[config.mk]
export PLATFORM = sky130hd
export DESIGN_NAME = branch_controller
export DESIGN_NICKNAME = d
export VERILOG_FILES = /design/src/rtl/branch_pkg.sv /design/src/rtl/branch_cond_eval.sv /design/src/rtl/branch_controller.sv
export SDC_FILE = /design/constraint.sdc
export NUM_CORES = 1
export LEC_CHECK = 0
export BUFFER_PORTS_ARGS = -buffer_cell sky130_fd_sc_hd__buf_2
export CAP_MARGIN = 20
export CORE_ASPECT_RATIO = 1.4
export CORE_MARGIN = 2
export CORE_UTILIZATION = 50
export DETAILED_ROUTE_END_ITERATION = 8
export HOLD_SLACK_MARGIN = 0.06
export PLACE_DENSITY = 0.75
export SETUP_SLACK_MARGIN = 0.5
export SLEW_MARGIN = 30
export SYNTH_ARGS = -nofsm -noshare
export SYNTH_HDL_FRONTEND = slang
export SYNTH_HIERARCHICAL = 1
export SYNTH_SLANG_ARGS = --single-unit
export TNS_END_PERCENT = 1
[constraint.sdc]
create_clock -name clk -period 1.85 [get_ports clk]
set_input_delay 0 -clock clk [delete_from_list [all_inputs] [get_ports clk]]
set_output_delay 0 -clock clk [all_outputs]
set_load 0.02 [all_outputs]
[src/rtl/branch_pkg.sv]
// Shared encodings for the branch controller: FSM states, branch opcodes
// and comparator result codes.
package branch_pkg;

  typedef enum logic [1:0] {
    ST_IDLE      = 2'd0,
    ST_WAIT_OPND = 2'd1,
    ST_RESOLVE   = 2'd2,
    ST_REDIRECT  = 2'd3
  } state_e;

  // Branch opcodes carried on br_op
  localparam logic [1:0] OP_BEQ = 2'b00;
  localparam logic [1:0] OP_BNE = 2'b01;
  localparam logic [1:0] OP_BLT = 2'b10;
  localparam logic [1:0] OP_BGT = 2'b11;

  // Comparator result codes carried on cmp_res
  localparam logic [1:0] CMP_EQ  = 2'b00;
  localparam logic [1:0] CMP_LT  = 2'b01;
  localparam logic [1:0] CMP_GT  = 2'b10;
  localparam logic [1:0] CMP_INV = 2'b11;

endpackage

[src/rtl/branch_cond_eval.sv]
// Purely combinational branch condition evaluation: decides whether a branch
// with opcode br_op is taken given the external comparator's verdict.
module branch_cond_eval
  import branch_pkg::*;
(
  input  logic [1:0] br_op,
  input  logic [1:0] cmp_res,
  output logic       taken,
  output logic       invalid
);

  // An invalid comparison (X/Z operands) never lets the branch be taken.
  always_comb begin
    invalid = (cmp_res == CMP_INV);
    taken   = 1'b0;
    case (br_op)
      OP_BEQ:  taken = (cmp_res == CMP_EQ);
      OP_BNE:  taken = (cmp_res != CMP_EQ);
      OP_BLT:  taken = (cmp_res == CMP_LT);
      OP_BGT:  taken = (cmp_res == CMP_GT);
      default: taken = 1'b0;
    endcase
    if (invalid) begin
      taken = 1'b0;
    end
  end

endmodule

[src/rtl/branch_controller.sv]
// Decode-stage branch controller: captures a branch, waits for its operands,
// resolves it against the external comparator and redirects the PC when taken.
// Pulses (pc_sel/flush/br_done/cmp_err) are combinational from the current
// state so that resolution lands one cycle after capture and redirect two.
module branch_controller
  import branch_pkg::*;
#(
  parameter int DW       = 16,
  parameter int WAIT_MAX = 15
) (
  input  logic          clk,
  input  logic          rst_n,
  input  logic          br_valid,
  input  logic [1:0]    br_op,
  input  logic [DW-1:0] pc_plus2,
  input  logic [DW-1:0] offset,
  input  logic          rs_busy,
  input  logic          rt_busy,
  input  logic [1:0]    cmp_res,
  input  logic          ext_flush,
  output logic          stall,
  output logic          flush,
  output logic          pc_sel,
  output logic [DW-1:0] branch_target,
  output logic          br_done,
  output logic          cmp_err,
  output logic [15:0]   br_count,
  output logic [15:0]   taken_count
);

  localparam int WCW = $clog2(WAIT_MAX + 1);

  state_e          state_q, state_d;
  logic [1:0]      op_q, op_d;
  logic [DW-1:0]   target_q, target_d;
  logic [WCW-1:0]  wait_cnt_q, wait_cnt_d;
  logic [15:0]     br_count_q, br_count_d;
  logic [15:0]     taken_count_q, taken_count_d;

  logic            stall_c, pc_sel_c, done_c, err_c;
  logic            cond_taken, cond_invalid;

  branch_cond_eval u_cond (
    .br_op   (op_q),
    .cmp_res (cmp_res),
    .taken   (cond_taken),
    .invalid (cond_invalid)
  );

  // Next-state and output decode; ext_flush overrides whatever the FSM wanted.
  always_comb begin
    state_d       = state_q;
    op_d          = op_q;
    target_d      = target_q;
    wait_cnt_d    = wait_cnt_q;
    stall_c       = 1'b0;
    pc_sel_c      = 1'b0;
    done_c        = 1'b0;
    err_c         = 1'b0;

    case (state_q)
      ST_IDLE: begin
        wait_cnt_d = '0;
        if (br_valid) begin
          stall_c  = 1'b1;
          op_d     = br_op;
          target_d = pc_plus2 + (offset << 1);
          state_d  = (rs_busy | rt_busy) ? ST_WAIT_OPND : ST_RESOLVE;
        end
      end
      ST_WAIT_OPND: begin
        stall_c = 1'b1;
        if (!(rs_busy | rt_busy)) begin
          wait_cnt_d = '0;
          state_d    = ST_RESOLVE;
        end else if (wait_cnt_q == WCW'(WAIT_MAX - 1)) begin
          // This cycle is the WAIT_MAX-th one spent waiting: give up.
          err_c      = 1'b1;
          wait_cnt_d = '0;
          state_d    = ST_IDLE;
        end else begin
          wait_cnt_d = wait_cnt_q + WCW'(1);
        end
      end
      ST_RESOLVE: begin
        stall_c = 1'b1;
        if (cond_invalid) begin
          err_c   = 1'b1;
          done_c  = 1'b1;
          state_d = ST_IDLE;
        end else if (cond_taken) begin
          state_d = ST_REDIRECT;
        end else begin
          done_c  = 1'b1;
          state_d = ST_IDLE;
        end
      end
      ST_REDIRECT: begin
        pc_sel_c = 1'b1;
        done_c   = 1'b1;
        state_d  = ST_IDLE;
      end
      default: state_d = ST_IDLE;
    endcase

    // A pipeline flush kills the branch in flight; a branch offered in the
    // same cycle is not captured, so the visible target stays unchanged.
    if (ext_flush) begin
      state_d    = ST_IDLE;
      op_d       = op_q;
      target_d   = target_q;
      wait_cnt_d = '0;
      pc_sel_c   = 1'b0;
      done_c     = 1'b0;
      err_c      = 1'b0;
    end

    br_count_d    = done_c   ? br_count_q + 16'd1    : br_count_q;
    taken_count_d = pc_sel_c ? taken_count_q + 16'd1 : taken_count_q;
  end

  // State, captured branch and statistics registers.
  always_ff @(posedge clk or negedge rst_n) begin
    if (!rst_n) begin
      state_q       <= ST_IDLE;
      op_q          <= OP_BEQ;
      target_q      <= '0;
      wait_cnt_q    <= '0;
      br_count_q    <= '0;
      taken_count_q <= '0;
    end else begin
      state_q       <= state_d;
      op_q          <= op_d;
      target_q      <= target_d;
      wait_cnt_q    <= wait_cnt_d;
      br_count_q    <= br_count_d;
      taken_count_q <= taken_count_d;
    end
  end

  // Stall is partly driven by br_valid, so gate it with reset to keep all
  // outputs quiet while rst_n is low.
  assign stall         = stall_c & rst_n;
  assign pc_sel        = pc_sel_c;
  assign flush         = pc_sel_c;
  assign br_done       = done_c;
  assign cmp_err       = err_c;
  assign branch_target = target_q;
  assign br_count      = br_count_q;
  assign taken_count   = taken_count_q;

endmodule
==> results.cfg <==
[status]
status = completed

[floorplan]
die_h_um = 100.1
floorplan.initialDensity = 0.5091
core_area_sq_mm = 0.006481
die-area_sq_mm = 0.007274
fp-row-count = 35
num_io_pins = 95
dieWidth_um = 72.66

[timing]
fmax_mhz = 553.8
hold_slack_ns = 0.1055
setup_viol = 0
period_share = 0.9760
finalCriticalPeriod_ns = 1.806
rsz0062_at_grt = true
hold_viol = 0
tightest_slew_ns = 0.7174
skew_ns = 0.004720
relSlewSlack = 0.5217
maxSlewViolCount = 0

[synthesis]
synth_area_sq_mm = 0.003299
synthArstFlopShare = 1.000
synth_nets = 401
yosysTopAreaCellShare = 0.4247
ys_ff_latch = 56
synthCells = 335
synth_area_per_cell_sq_um = 9.849
synth_edf_count = 0
yosys_warnings = 6
synth_top_area_cell = dfrtp_1
ys_types = 50
synth.area.top_cells = dfrtp_1 (42%), ha_1 (8.7%), xnor2_1 (5.8%)
ys.flop_type = dfrtp_1
yosysSeqAreaShare = 0.4247

[pwr]
p_total_mw = 4.144
power.density_mw_per_mm2 = 995.4
vdd_drop_max_mv = 0.5109
leakage_nw = 2.126

[clocking]
cts_max_level = 2
cts_tree = done
clock_path_buffers = 2
clk_pin_slew_ns = 0.11
cts.sinks = 56
cts-root-buf = clkbuf_8
clk_latency_ns = 0.31
cts_buffers = 5

[layout]
drive_gt1_frac = 0.3303
n_antenna_cell = 0
fin_nets = 507
num-fill-cells = 561
area_growth_pct = 26.17
fin_area_sq_mm = 0.004163

[routing]
vias_per_cell = 5.517
drc = 0
wirelength_mm = 7.466
dr.pass1.iters = 4
num_vias = 2847
ant_nets = 0
drt_iter0_drc = 84
wire_per_inst_um = 14.47

[placement]
dpl_cell_area_sq_mm = 0.003875
io_buffers = 93
routabilityCongestion = 0.8689
hpwl_mm = 5.479

[critical_path]
cp_max_fo = 5
end_kind = primary output
startpoint_type = register
crit_arrival_ns = 1.81
required_ns = 1.85
path_class = reg2out

[global_routing]
grt_pass1_vias = 2789
grt_pass1_wl_mm = 12.45
antenna_found_initial = 0
grt.total_usage = 0.2140
grt_overflow = 0
grt_max_degree = 57

[min_path]
hold_path.class = in2reg

[flow_run]
maxCapViolations = 0
Yosys cell counts, drive strengths merged (3+ instances only):
library cell  instances
a211oi                3
a21oi                16
and3                 11
and4                  4
buf                  10
dfrtp                56
ha                   23
inv                   8
nand2                46
nand2b                5
nand3                22
nand4                11
nor2                 14
nor2b                 3
nor3                  6
nor3b                 4
o211ai                5
o21ai                19
o31ai                 3
xnor2                22
xor2                 17
through the flow:
step / instances / worst slack, ns / TNS (ns) / utilization
after floorplan: 335 / 0.1844 / 0 / -
after global placement: 499 / 0.007219 / 0 / 0.5979
after detailed placement: 499 / -0.09134 / -0.09134 / 0.5979
after CTS: 516 / 0.08978 / 0 / 0.6326
after global routing: 516 / -0.08954 / -0.3784 / 0.6423
final: 516 / 0.04438 / 0 / 0.6423
state kept, by name, summed over array words and instances (netlist names):
| name | cells |
|---|---|
| wait_cnt_q | 4 |
| state_q | 2 |
| branch_target | 16 |
| op_q | 2 |
| taken_count | 16 |
| br_count | 16 |
power by group:
part | total [mW] | internal (mW) | switching [mW]
logic | 1.72 | 0.669 | 1.05
registers | 1.73 | 1.50 | 0.230
clock network | 0.698 | 0.273 | 0.425
placed cells by master, fill, tap and decap left out, types with 10 or more instances in the layout:
cell / n
buf_2: 91
dfrtp_1: 56
nand2_1: 45
xnor2_1: 21
nand3_1: 20
ha_1: 20
xor2_1: 17
a21oi_1: 14
o21ai_0: 14
nor2_1: 13
nand4_1: 10
buf_4: 10
cell families (layout without fill, tap and decap cells):
group	after synthesis	after routing	synth area share
AND/OR/NAND/NOR	133	133	0.2184
multiplexers	2	2	0.006825
flip-flops	56	56	0.4247
buffers and inverters	19	126	0.03147
AO/OA/AOI/OAI	62	62	0.1217
adder cells (fa/ha/maj)	24	24	0.09329
XOR/XNOR	39	39	0.1035
final timing paths:
path	start	end	slack (ns)	cells past startpoint
setup / recovery	op_q[1]	br_done	0.04	7
hold / removal	pc_plus2[2]	branch_target[2]	0.11	4
setup reg to reg	op_q[1]	state_q[1]	0.05	8
hold reg to reg	taken_count[15]	taken_count[15]	0.47	1
max in group asynchronous	rst_n	taken_count[3]	0.99	3
min in group asynchronous	rst_n	taken_count[9]	0.39	3
worst max-delay path, stage by stage, from the launching register on:
cell and delay (ns):
dfrtp_1 0.43, xor2_1 0.17, a21oi_1 0.09, o21ai_1 0.12, nand2b_1 0.13, a21oi_4 0.33
nor2_4 0.08, buf_6 0.15
cell type report:
| type | instances | area [sq um] | share of cell area |
|---|---|---|---|
| sequential | 56 | 1401 | 0.3366 |
| tap | 74 | 92.59 | 0.02224 |
| clock inverter | 3 | 22.52 | 0.005410 |
| clock buffer | 5 | 68.82 | 0.01653 |
| inverter | 8 | 30.03 | 0.007214 |
| multi-input combinational | 260 | 1916 | 0.4602 |
| timing repair buffer | 110 | 631.9 | 0.1518 |
timing repair:
item | CTS | global route
setup endpoints to repair | 58 | 60
pin swaps | 5 | 21
buffers inserted | 2 | 0
gates resized for setup | 12 | 17
endpoints found under the hold margin | 61 | 0
hold buffers | 7 | 0
per-layer routing:
metal,global-route usage,part of all wire,vias up
met5,0,0,-
met4,0.07407,0.021,0
met3,0.03213,0.039,13
met2,0.3965,0.54,76
met1,0.2444,0.40,1358
li1,-,-,1400
Power figures use the tool's default switching activity.
